===== config.mk =====
export PLATFORM = sky130hd
export DESIGN_NAME = button_debounce
export DESIGN_NICKNAME = d
export VERILOG_FILES = /design/src/rtl/alu_io_pkg.sv /design/src/rtl/sync_2ff.sv /design/src/rtl/button_debounce.sv
export SDC_FILE = /design/constraint.sdc
export NUM_CORES = 1
export LEC_CHECK = 0
export BUFFER_PORTS_ARGS = -buffer_cell sky130_fd_sc_hd__clkbuf_2
export CORE_MARGIN = 10
export CORE_UTILIZATION = 59
export CTS_CLUSTER_DIAMETER = 50
export CTS_CLUSTER_SIZE = 14
export DETAILED_ROUTE_END_ITERATION = 8
export GPL_ROUTABILITY_DRIVEN = 1
export HOLD_SLACK_MARGIN = 0.1
export PLACE_DENSITY = 0.83
export SYNTH_ARGS = -nofsm -noshare
export SYNTH_HDL_FRONTEND = slang
export SYNTH_SLANG_ARGS = --single-unit

===== constraint.sdc =====
create_clock -name clk -period 2.49 [get_ports clk]
set_clock_uncertainty 0.1 [all_clocks]
set_input_delay 0.498 -clock clk [delete_from_list [all_inputs] [get_ports clk]]
set_output_delay 0.498 -clock clk [all_outputs]
set_load 0.02 [all_outputs]

===== src/rtl/alu_io_pkg.sv =====
// Shared types and constants for the push-button debouncer.
//   db_state_t       : 2-bit encoding of the four debounce FSM states
//   DEBOUNCE_DEFAULT : default stable-sample count (10 ms at 50 MHz)
package alu_io_pkg;

  localparam int unsigned DEBOUNCE_DEFAULT = 500000;

  typedef enum logic [1:0] {
    S_RELEASED    = 2'd0,
    S_PRESS_CHK   = 2'd1,
    S_PRESSED     = 2'd2,
    S_RELEASE_CHK = 2'd3
  } db_state_t;

endpackage


===== src/rtl/sync_2ff.sv =====
// Two-flop synchronizer that brings an asynchronous level into the clk domain.
// Ports:
//   clk   : clock
//   rst_n : asynchronous active-low reset, both flops clear to 0
//   d     : asynchronous input level
//   q     : synchronized output, two clk edges of latency
module sync_2ff (
  input  logic clk,
  input  logic rst_n,
  input  logic d,
  output logic q
);

  logic meta_q;
  logic sync_q;

  always_ff @(posedge clk or negedge rst_n) begin
    if (!rst_n) begin
      meta_q <= 1'b0;
      sync_q <= 1'b0;
    end else begin
      meta_q <= d;
      sync_q <= meta_q;
    end
  end

  assign q = sync_q;

endmodule


===== src/rtl/button_debounce.sv =====
// Push-button debouncer: synchronizes btn_raw, requires DEBOUNCE_CYCLES
// consecutive stable samples before accepting a level change, and emits a
// one-cycle press_pulse on each accepted press.
// Ports:
//   clk           : clock
//   rst_n         : asynchronous active-low reset
//   btn_raw       : raw button level (asynchronous, high = pressed)
//   btn_db        : registered debounced level
//   press_pulse   : one-cycle pulse in the first cycle btn_db is high
//   release_pulse : one-cycle pulse in the first cycle btn_db is low after a
//                   qualified release (only when BTN_RELEASE_PULSE_EN is defined)
// Build option: BTN_RELEASE_PULSE_EN adds the release_pulse port and logic.
//
// state         | meaning
// --------------+---------------------------------------------------------
// S_RELEASED    | button accepted as released, waiting for sync=1
// S_PRESS_CHK   | sync went high, counting stable high samples
// S_PRESSED     | button accepted as pressed, waiting for sync=0
// S_RELEASE_CHK | sync went low, counting stable low samples (btn_db still 1)
module button_debounce
  import alu_io_pkg::*;
#(
  parameter int unsigned DEBOUNCE_CYCLES = DEBOUNCE_DEFAULT,
  parameter int unsigned CNT_W           = $clog2(DEBOUNCE_CYCLES)
) (
  input  logic clk,
  input  logic rst_n,
  input  logic btn_raw,
  output logic btn_db,
`ifdef BTN_RELEASE_PULSE_EN
  output logic release_pulse,
`endif
  output logic press_pulse
);

  localparam logic [CNT_W-1:0] CNT_LAST = CNT_W'(DEBOUNCE_CYCLES - 1);

  logic             sync;
  db_state_t        state_q, state_d;
  logic [CNT_W-1:0] cnt_q, cnt_d;
  logic             btn_db_q, btn_db_d;
  logic             press_q, press_d;

  sync_2ff u_sync (
    .clk   (clk),
    .rst_n (rst_n),
    .d     (btn_raw),
    .q     (sync)
  );

  always_ff @(posedge clk or negedge rst_n) begin
    if (!rst_n) begin
      state_q  <= S_RELEASED;
      cnt_q    <= '0;
      btn_db_q <= 1'b0;
      press_q  <= 1'b0;
    end else begin
      state_q  <= state_d;
      cnt_q    <= cnt_d;
      btn_db_q <= btn_db_d;
      press_q  <= press_d;
    end
  end

  always_comb begin
    state_d = state_q;
    cnt_d   = cnt_q;
    unique case (state_q)
      S_RELEASED: begin
        if (sync) begin
          state_d = S_PRESS_CHK;
          cnt_d   = '0;
        end
      end
      S_PRESS_CHK: begin
        if (!sync) begin
          state_d = S_RELEASED;
        end else if (cnt_q == CNT_LAST) begin
          state_d = S_PRESSED;
        end else begin
          cnt_d = cnt_q + CNT_W'(1);
        end
      end
      S_PRESSED: begin
        if (!sync) begin
          state_d = S_RELEASE_CHK;
          cnt_d   = '0;
        end
      end
      S_RELEASE_CHK: begin
        if (sync) begin
          state_d = S_PRESSED;
        end else if (cnt_q == CNT_LAST) begin
          state_d = S_RELEASED;
        end else begin
          cnt_d = cnt_q + CNT_W'(1);
        end
      end
      default: state_d = S_RELEASED;
    endcase
  end

  // Outputs are registered from the next state so they change on the same
  // edge as the state register, not one cycle later.
  always_comb begin
    btn_db_d = (state_d == S_PRESSED) || (state_d == S_RELEASE_CHK);
    // Only a qualified press enters S_PRESSED from S_PRESS_CHK; a bounce
    // returning from S_RELEASE_CHK must not pulse again.
    press_d  = (state_q == S_PRESS_CHK) && (state_d == S_PRESSED);
  end

  assign btn_db      = btn_db_q;
  assign press_pulse = press_q;

`ifdef BTN_RELEASE_PULSE_EN
  logic release_q, release_d;

  always_comb begin
    release_d = (state_q == S_RELEASE_CHK) && (state_d == S_RELEASED);
  end

  always_ff @(posedge clk or negedge rst_n) begin
    if (!rst_n) begin
      release_q <= 1'b0;
    end else begin
      release_q <= release_d;
    end
  end

  assign release_pulse = release_q;
`endif

endmodule

==> impl_metrics.csv, run 1 <==
group,metric,value,unit
outcome,status,"completed",
detailed_routing,first_pass_iters,4,
detailed_routing,wl,2.662,mm
worst_setup_path,critPathMaxStageDelay,0.43,ns
power_and_ir_drop,seqPwrFrac,61.8,%
sta,slew_headroom,60.92,%
place,place_inst,159,
global_route,grt_max_degree,25,
power_and_ir_drop,p_int,0.5147,mW
power_and_ir_drop,p_sw,0.1716,mW
power_and_ir_drop,clkPwrFrac,29.9,%
global_route,grt.total_usage,13.31,%
power_and_ir_drop,ir_worst_vdd,0.3546,mV
synth,yosys.area_share.simple,18.37,%
global_route,grt.overflow.total,0,
worst_setup_path,r2r_end,"cnt_q[17]",
detailed_routing,postRouteAntennaNets,0,
floorplanning,die_w,66.47,µm
sta,final-setup-viol-count,0,
layout,area_growth,6.975,%
worst_setup_path,crit_slowest_cell,"dfrtp_1",
synth,ys_seq_area_share,47.15,%
sta,fin_crit_sh,80.55,%
synth,yosys.area_share.adder,0.9823,%
synth,synth-xor-area-share,0.6876,%
worst_setup_path,r2r_cells,7,
clock_network,cts.path.max_buffers,2,
place,globalplace.congestion,0.8324,
synth,synth_area_leader_cell,"dfrtp_1",
floorplanning,core_area,0.002002,mm²
clock_network,cts_resized,0,
sta,finalSetupTns,0,ns
flow_run,drv_cap,0,
worst_setup_path,crit_path_max_fanout,15,
synth,synth_compound_gate_area_share,27.21,%
worst_setup_path,worst_setup_path_start_kind,"flop",
floorplanning,initial_core_util,63.63,%
clock_network,cts_buffers,3,
floorplanning,rows,16,
sta,fmax,498.6,MHz
layout,final_cell_mix,"dfrtp_1 (24), o21ai_0 (19), nand2_1 (16)",
sta,timing.final.crit_period,2.006,ns
clock_network,clock-root-buffer,"clkbuf_4",
hold_path,hp-start,"btn_raw",
worst_setup_path,cp_cell_sequence,"ha_1 > nand4_1 > nor2_1 > a21o_4 > clkinv_4 > nand2_2 > o41ai_1",
floorplanning,die_area,0.004418,mm²
sta,worst_pin_slew,0.5862,ns
layout,fin_cells,164,
clock_network,h-tree-depth,1,
detailed_routing,via_per_inst,6.439,
global_route,grt_pass1_wl,4.795,mm
detailed_routing,post_drt_wl_per_cell,16.23,µm
synth,avgSynthCellArea,9.723,µm²
detailed_routing,drt_iter0_drc,97,
layout,nets,142,
floorplanning,die_height,66.47,µm
worst_setup_path,path_class,"reg -> reg",
place,io_buffers,4,
synth,synth_top_family_by_area,"compound AO/OA/AOI/OAI gates",
clock_network,clk_latency,0.32,ns
sta,grt_setup_unrepaired,"false",
synth,ys_ff_latch,24,
synth,syn_inst,131,
hold_path,hold-path-cell-count,1,
detailed_routing,drcViolationCount,0,
synth,synth_area,0.001274,mm²
synth,synth_top_area_share,47.15,%
worst_setup_path,required,2.62,ns
power_and_ir_drop,power.leakage,0.5521,nW
clock_network,clock-sinks,24,
synth,muxShareOfSynthArea,1.670,%
synth,synth.net_count,135,
clock_network,cts_tree,"yes",
floorplanning,io_pins,5,
worst_setup_path,arrival,2.13,ns
worst_setup_path,worst-r2r-setup-slack,0.48,ns
place,hpwl,1.921,mm
power_and_ir_drop,swShare,25.01,%
clock_network,clk_pin_slew_worst_paths,0.13,ns
sta,hold_viol,0,
clock_network,post_cts_buffers,0,
detailed_routing,num_vias,1056,
sta,maxSlewViolCount,0,
power_and_ir_drop,pwr-share-comb,8.3,%
layout,nFillCells,153,
layout,drive_gt1_share,18.98,%
hold_path,hp-class,"in -> reg",
layout,antenna_cells,0,
worst_setup_path,critPathCaptureType,"flop",
global_route,grt_pass1_vias,1052,
worst_setup_path,r2r_start,"cnt_q[0]",
hold_path,worst_hold_path.endpoint,"u_sync.meta_q",
synth,ys_types,33,
layout,layout_commonest_cell,"dfrtp_1",
global_route,antenna_found_initial,0,
synth,synth_warnings,0,
power_and_ir_drop,power.total,0.6863,mW
power_and_ir_drop,p_per_area,503.7,mW/mm²
synth,ys_top_cells_by_area,"dfrtp_1 (47%), o21ai_0 (7.5%), o31ai_2 (6.9%)",
==> Yosys cell counts (all sizes together) <==
cell	count
dfrtp	24
a21oi	6
clkinv	1
nand4	4
inv	2
xnor2	1
a31oi	4
nand2	17
nor3b	1
and3	1
mux2i	1
nor4b	1
and2	1
a41oi	3
nand3	7
nor2	7
nor3	3
buf	4
clkbuf	2
nor4bb	1
o21ai	21
o41ai	2
and4	2
mux2	1
a21bo	1
ha	1
o31ai	11
a21o	1
==> cell type report <==
| cell class | count | area (µm²) | share of cell area, % |
|---|---|---|---|
| multi-input combinational | 98 | 623.1 | 45.73 |
| sequential | 24 | 600.6 | 44.08 |
| timing repair buffer | 8 | 52.55 | 3.857 |
| clock buffer | 4 | 36.28 | 2.663 |
| tap | 27 | 33.78 | 2.479 |
| inverter | 3 | 16.27 | 1.194 |
==> power groups by stage <==
stage               Combinational [mW]  Sequential, mW  Clock [mW]
floorplan                       0.0387           0.427           0
global placement                0.0528           0.430           0
detailed placement              0.0559           0.431           0
CTS                             0.0573           0.424       0.209
global route                    0.0648           0.427       0.223
finish                          0.0570           0.424       0.205
==> worst max-delay path: cells and delay by family, from the launching register on <==
family	cells	cell delay, ns
compound gates	2	0.65
buf+inv	1	0.07
flops	1	0.43
simple gates	3	0.41
fa+ha+maj	1	0.25
==> how the worst max path moves through the flow <==
| stage | start | to | cells past startpoint |
|---|---|---|---|
| after floorplan | cnt_q[0] | cnt_q[12] | 7 |
| final | cnt_q[0] | cnt_q[17] | 7 |
| after global placement | cnt_q[0] | cnt_q[17] | 7 |
| after detailed placement | cnt_q[0] | cnt_q[17] | 7 |
| after global routing | cnt_q[0] | cnt_q[17] | 7 |
| after CTS | cnt_q[0] | cnt_q[17] | 7 |
==> state kept, by name, summed over array words and instances (netlist names) <==
| register | flops |
|---|---|
| u_sync.meta_q | 1 |
| btn_db | 1 |
| cnt_q | 19 |
| u_sync.q | 1 |
| state_q | 1 |
| press_pulse | 1 |
==> through the flow <==
stage	hold WS [ns]	utilization [%]	setup slack (ns)	instance area [µm²]
2_1_floorplan	0.1024	-	0.7450	1274
6_report	0.1808	68.06	0.4842	1363
4_1_cts	0.1765	68.06	0.4882	1363
3_5_place_dp	0.2534	65.75	0.5033	1316
3_3_place_gp	0.2326	65.75	0.5576	1316
5_1_grt	0.1709	68.06	0.2833	1363
==> routing by layer <==
layer,track usage [%],up-vias,wire (µm)
li1,-,506,-
met1,18.18,516,1222
met2,21.05,28,1255
met3,2.174,6,141
met4,3.665,0,42
met5,0,-,0
==> logic make-up (layout without fill, tap and decap cells) <==
kind of cell	after synthesis	after routing
multiplexers	2	2
adder cells (fa/ha/maj)	1	1
buffers and inverters	9	15
AND/OR/NAND/NOR	45	45
AO/OA/AOI/OAI	49	49
XOR/XNOR	1	1
flip-flops	24	24
==> timing repair <==
item	in CTS	in global routing
endpoints found under the setup margin	0	0
hold buffers	1	0
endpoints found under the hold margin	24	0
Note: power is estimated with default switching activity, not from simulation.
==> inputs of run 2 (changes only) <==
Settings changed: ABC_AREA set to 1, CORE_UTILIZATION 59 to 60.
Clock period 2.49 ns to 2.1 ns, I/O delays scaled along.
==> run 2 against run 1 <==
Against the previous run: critical path depth grew 1; non-clock buffer count is the same; sequential power grew 14%; power grew 27%; die area grew 11%; highest routed layer unchanged; final cell count grew 51%; largest power group unchanged; setup slack lost 0.29 ns; first-iteration DRC count grew 51%; synthesized cell count grew 61%; clock power grew 63%.
==> impl_metrics.csv, run 2 <==
group,metric,value,unit
clock_network,clk_pin_slew_worst_paths,0.13,ns
layout,nFillCells,201,
global_route,grt_max_degree,25,
power_and_ir_drop,ir_worst_vdd,0.4294,mV
sta,fmax,525.1,MHz
floorplanning,rows,18,
worst_setup_path,critPathMaxStageDelay,0.47,ns
sta,slew_headroom,60.90,%
synth,ys_top_cells_by_area,"dfrtp_1 (40%), nand2_1 (17%), nor2_1 (7.0%)",
synth,avgSynthCellArea,7.134,µm²
layout,nets,223,
layout,drive_gt1_share,11.47,%
clock_network,clk_latency,0.32,ns
synth,ys_ff_latch,24,
detailed_routing,drcViolationCount,0,
floorplanning,die_height,70.09,µm
place,io_buffers,4,
floorplanning,die_w,70.09,µm
place,globalplace.congestion,0.9187,
layout,layout_commonest_cell,"nand2_1",
sta,worst_pin_slew,0.5866,ns
global_route,grt_pass1_vias,1349,
global_route,grt.overflow.total,0,
synth,synth_area_leader_cell,"dfrtp_1",
synth,synth-edff-count,0,
sta,final-setup-viol-count,0,
synth,synthTopCellsByCount,"nand2_1 (70), nor2_1 (28), dfrtp_1 (24)",
hold_path,hp-class,"reg -> reg",
place,hpwl,2.543,mm
synth,synth_warnings,0,
synth,synth_top_area_share,39.90,%
synth,syn_inst,211,
sta,fin_crit_sh,90.68,%
power_and_ir_drop,clkPwrFrac,38.2,%
synth,ys_types,27,
worst_setup_path,cp_cell_sequence,"ha_2 > nand2_2 > nor2_4 > nand3_2 > nor2_4 > nor2_4 > inv_6 > o21ai_0",
worst_setup_path,worst_setup_path_start_kind,"flop",
worst_setup_path,path_class,"reg -> reg",
sta,hold_viol,0,
worst_setup_path,arrival,2.00,ns
power_and_ir_drop,seqPwrFrac,55.1,%
clock_network,h-tree-depth,1,
power_and_ir_drop,p_sw,0.1932,mW
worst_setup_path,crit_slowest_cell,"dfrtp_1",
synth,synth.most_common_cell,"nand2_1",
flow_run,drv_cap,0,
worst_setup_path,crit_path_max_fanout,24,
layout,final_cell_mix,"nand2_1 (70), nor2_1 (28), dfrtp_1 (24)",
sta,finalSetupTns,0,ns
layout,fin_cells,248,
floorplanning,io_pins,5,
floorplanning,initial_core_util,61.88,%
clock_network,clock-sinks,24,
power_and_ir_drop,p_per_area,545.4,mW/mm²
place,place_inst,242,
sta,maxSlewViolCount,0,
detailed_routing,first_pass_iters,4,
power_and_ir_drop,p_int,0.6815,mW
power_and_ir_drop,power.total,0.8748,mW
detailed_routing,post_drt_wl_per_cell,13.46,µm
clock_network,cts.path.max_buffers,2,
synth,synth-main-ff-cell,"dfrtp_1",
floorplanning,core_area,0.002432,mm²
power_and_ir_drop,pwr-share-comb,6.7,%
power_and_ir_drop,swShare,22.09,%
worst_setup_path,critPathCaptureType,"flop",
detailed_routing,via_per_inst,5.552,
layout,postLayoutCoreUtil,65.95,%
clock_network,cts_buffers,3,
power_and_ir_drop,power.leakage,0.6815,nW
clock_network,clock-root-buffer,"clkbuf_4",
layout,largest_register_ffs,19,
synth,async_flop_share,100.0,%
synth,synth.net_count,215,
outcome,status,"completed",
detailed_routing,postRouteAntennaNets,0,
global_route,grt.total_usage,14.24,%
detailed_routing,drt_iter0_drc,146,
worst_setup_path,required,2.19,ns
floorplanning,die_area,0.004912,mm²
global_route,antenna_found_initial,0,
sta,grt_setup_unrepaired,"false",
detailed_routing,num_vias,1377,
layout,area_growth,6.567,%
sta,timing.final.crit_period,1.904,ns
global_route,grt_pass1_wl,6.072,mm
worst_setup_path,cp_common_cell,"nor2_4",
layout,antenna_cells,0,
synth,synth_area,0.001505,mm²
clock_network,cts_tree,"yes",
detailed_routing,wl,3.339,mm
layout,regMostFlops,"cnt_q",
synth,ys_seq_area_share,39.90,%
-- run 2: layer usage --
metal / GRT usage [%] / vias up / share of wire (%)
met5: 0 / - / 0
met4: 6.140 / 0 / 4.1
met3: 2.684 / 17 / 5.6
met2: 22.96 / 47 / 47
met1: 17.98 / 639 / 43
li1: - / 674 / -
-- run 2: cell families (layout without fill, tap and decap cells) --
family,Yosys count,after routing,share of synthesized area [%]
flip-flops,24,24,39.90
buffers and inverters,28,35,9.310
AND/OR/NAND/NOR,133,133,38.82
AO/OA/AOI/OAI,21,21,8.811
adder cells (fa/ha/maj),1,1,0.8311
XOR/XNOR,4,4,2.328
-- run 2: stage by stage --
step	worst slack [ns]	area (µm²)	hold WS (ns)
finish	0.1958	1604	0.2922
global route	0.03873	1604	0.2885
CTS	0.1790	1602	0.2897
detailed placement	0.2221	1529	0.2587
global placement	0.3472	1529	0.2331
floorplan	0.4345	1505	0.02441
-- run 2: cell type report --
cell class	count	area [µm²]	area share, %
Tap cell	30	37.54	2.340
Clock inverter	1	30.03	1.872
Timing Repair Buffer	8	55.05	3.432
Clock buffer	3	22.52	1.404
Sequential cell	24	600.6	37.44
Multi-Input combinational cell	159	767.0	47.82
Inverter	23	91.34	5.694
-- run 2: worst paths after layout --
kind	cells after the start	end	slack, ns	startpoint
max	8	cnt_q[14]	0.20	cnt_q[0]
min	0	u_sync.q	0.29	u_sync.meta_q
max reg2reg	8	cnt_q[14]	0.20	cnt_q[0]
min reg2reg	0	u_sync.q	0.29	u_sync.meta_q
max in group asynchronous	2	cnt_q[5]	1.00	rst_n
min in group asynchronous	2	cnt_q[12]	0.52	rst_n
-- run 2: power groups by stage --
stage / Sequential, mW / Clock, mW / Combinational, mW
floorplan: 0.488 / 0 / 0.0421
global placement: 0.489 / 0 / 0.0528
detailed placement: 0.490 / 0 / 0.0552
CTS: 0.482 / 0.343 / 0.0583
global route: 0.484 / 0.358 / 0.0676
finish: 0.482 / 0.334 / 0.0586
-- run 2: what timing repair did --
item / 4_1_cts / 5_1_grt
resized for setup: 0 / 1
setup endpoints to repair: 0 / 1
buffers inserted: 0 / 0
hold buffers: 2 / 0
endpoints found under the hold margin: 25 / 0
-- run 2: worst max-delay path, delay by kind of cell (launching register included) --
kind                       cells  cell delay, ns
DFF                            1            0.47
adders and majority gates      1            0.28
and+or+nand+nor                5            0.59
AOI/OAI and AO/OA              1            0.15
buffers and inverters          1            0.18
==> inputs of run 3 (changes only) <==
Settings changed: ABC_AREA 1 to 0, CORE_UTILIZATION 60 to 35, PLACE_DENSITY 0.83 to 0.56.
==> run 3 against run 2 <==
Against the previous run: non-clock buffer count increased by 8; power decreased by 6.0%; final cell count decreased by 23%; setup slack got worse by 0.017 ns; critical path depth decreased by 1; critical endpoint is now cnt_q[5].
==> impl_metrics.csv, run 3 (synthesis gave the netlist of run 1 again) <==
group,metric,value,unit
power_and_ir_drop,p_sw,0.2096,mW
global_route,grt_pass1_vias,1043,
sta,whs,0.2750,ns
sta,worst_pin_slew,0.5875,ns
worst_setup_path,worst-r2r-setup-slack,0.18,ns
worst_setup_path,cp_cell_sequence,"ha_1 > nand4_1 > nor2_1 > a21o_4 > clkinv_4 > nand2_4 > o41ai_1",
layout,nets,150,
worst_setup_path,timing.critical_path.to,"cnt_q[5]",
outcome,status,"completed",
layout,largest_register_ffs,19,
sta,fin_crit_sh,91.51,%
worst_setup_path,critical-path-top-delay-family,"compound AO/OA/AOI/OAI gates",
sta,timing.final.crit_period,1.922,ns
worst_setup_path,critPathMaxStageDelay,0.44,ns
clock_network,h-tree-depth,1,
power_and_ir_drop,clkPwrFrac,30.5,%
global_route,grt.total_usage,9.105,%
worst_setup_path,crit_path_max_fanout,15,
layout,antenna_cells,0,
worst_setup_path,crit_buf_inv,1,
power_and_ir_drop,seqPwrFrac,60.8,%
worst_setup_path,cp-startpoint,"cnt_q[0]",
layout,area_growth,15.13,%
layout,regMostFlops,"cnt_q",
layout,drive_gt1_share,24.14,%
floorplanning,rows,21,
floorplanning,core_area,0.003416,mm²
hold_path,hp-class,"reg -> reg",
detailed_routing,drt_iter0_drc,88,
power_and_ir_drop,ir_worst_vdd,0.1691,mV
floorplanning,io_pins,5,
detailed_routing,postRouteAntennaNets,0,
clock_network,clk_pin_slew_worst_paths,0.14,ns
clock_network,cts_buffers,3,
detailed_routing,drcViolationCount,0,
layout,fin_cells,191,
clock_network,cts.path.max_buffers,2,
clock_network,clock-sinks,24,
sta,grt_setup_unrepaired,"false",
worst_setup_path,worst_setup_path_start_kind,"flop",
detailed_routing,via_per_inst,5.518,
power_and_ir_drop,p_int,0.6130,mW
worst_setup_path,arrival,2.04,ns
worst_setup_path,r2r_cells,7,
layout,final_cell_mix,"dfrtp_1 (24), o21ai_0 (19), nand2_1 (16)",
power_and_ir_drop,power.total,0.8226,mW
sta,maxSlewViolCount,0,
place,hpwl,1.960,mm
detailed_routing,wl,2.759,mm
global_route,grt_max_degree,25,
worst_setup_path,path_depth,7,
place,place_inst,185,
sta,final-setup-viol-count,0,
worst_setup_path,r2r_end,"cnt_q[5]",
sta,slew_headroom,60.84,%
worst_setup_path,required,2.22,ns
place,io_buffers,4,
detailed_routing,post_drt_wl_per_cell,14.45,µm
worst_setup_path,r2r_start,"cnt_q[0]",
global_route,antenna_found_initial,0,
power_and_ir_drop,power.leakage,0.6060,nW
floorplanning,die_w,80.33,µm
clock_network,clk_latency,0.31,ns
place,globalplace.congestion,0.7777,
layout,layout_commonest_cell,"dfrtp_1",
global_route,grt.overflow.total,0,
clock_network,cts_tree,"yes",
floorplanning,initial_core_util,37.29,%
sta,finalSetupTns,0,ns
power_and_ir_drop,p_per_area,561.0,mW/mm²
worst_setup_path,crit_slowest_cell,"dfrtp_1",
power_and_ir_drop,swShare,25.48,%
sta,hold_viol,0,
worst_setup_path,path_class,"reg -> reg",
power_and_ir_drop,pwr-share-comb,8.7,%
clock_network,clock-root-buffer,"clkbuf_4",
floorplanning,die_height,80.33,µm
global_route,grt_pass1_wl,4.823,mm
detailed_routing,first_pass_iters,4,
worst_setup_path,critPathCaptureType,"flop",
sta,fmax,520.4,MHz
detailed_routing,num_vias,1054,
floorplanning,die_area,0.006452,mm²
flow_run,drv_cap,0,
## run 3: cell count changes in the layout (fill, tap and decap cells not counted), moves of 6 or more
cell     before  now
inv_1        22    2
nand2_1      70   16
o21ai_2       6    0
nor2_1       28    7
nand3_1      20    7
o21ai_0       6   19
buf_4         2   10
o31ai_2       0    8
## run 3: layout make-up
class                   count  area, µm²
clock buffers               4      36.28
fillers                   338       1949
inverters                   3      16.27
multi-input cells          98      640.6
flip-flops and latches     24      600.6
well taps                  46      57.56
repair buffers             16      115.1
## run 3: worst min path at each step
stage	cells after the start	startpoint	slack (ns)	end
3_3_place_gp	0	u_sync.meta_q	0.23	u_sync.q
2_1_floorplan	0	rst_n	0.02	btn_db
6_report	0	u_sync.meta_q	0.28	u_sync.q
5_1_grt	0	u_sync.meta_q	0.28	u_sync.q
3_5_place_dp	0	u_sync.meta_q	0.25	u_sync.q
4_1_cts	0	u_sync.meta_q	0.28	u_sync.q
## run 3: worst reg2reg max path, delay by kind of cell, from the launching register on
family / cells / cell delay [ns]
compound gates: 2 / 0.61
fa+ha+maj: 1 / 0.25
buf+inv: 1 / 0.08
flops: 1 / 0.44
simple gates: 3 / 0.34
## run 3: per-stage QoR
step,instance area (µm²),utilization (%),setup slack [ns]
global route,1466,42.93,0.03537
CTS,1449,42.42,0.03454
finish,1466,42.93,0.1783
detailed placement,1393,40.77,0.06937
global placement,1393,40.77,0.1322
floorplan,1274,-,0.3550
## run 3: timing repair
item | in CTS | in global routing
hold buffers | 2 | 0
endpoints found under the setup margin | 0 | 8
resized for setup | 0 | 3
hold endpoints to repair | 25 | 0
setup buffers | 0 | 0
## run 3: metal layers
layer | vias up | global-route usage [%] | share of wire [%]
li1 | 521 | - | -
met2 | 25 | 14.53 | 46
met3 | 2 | 2.004 | 5.2
met5 | - | 0 | 0
met4 | 0 | 3.697 | 0.83
met1 | 506 | 11.57 | 48
## run 3: power by group through the flow
stage	clock (mW)	sequential, mW	combinational [mW]
detailed placement	0	0.509	0.0693
global route	0.272	0.505	0.0835
CTS	0.258	0.501	0.0722
global placement	0	0.509	0.0665
finish	0.251	0.500	0.0717
floorplan	0	0.506	0.0459
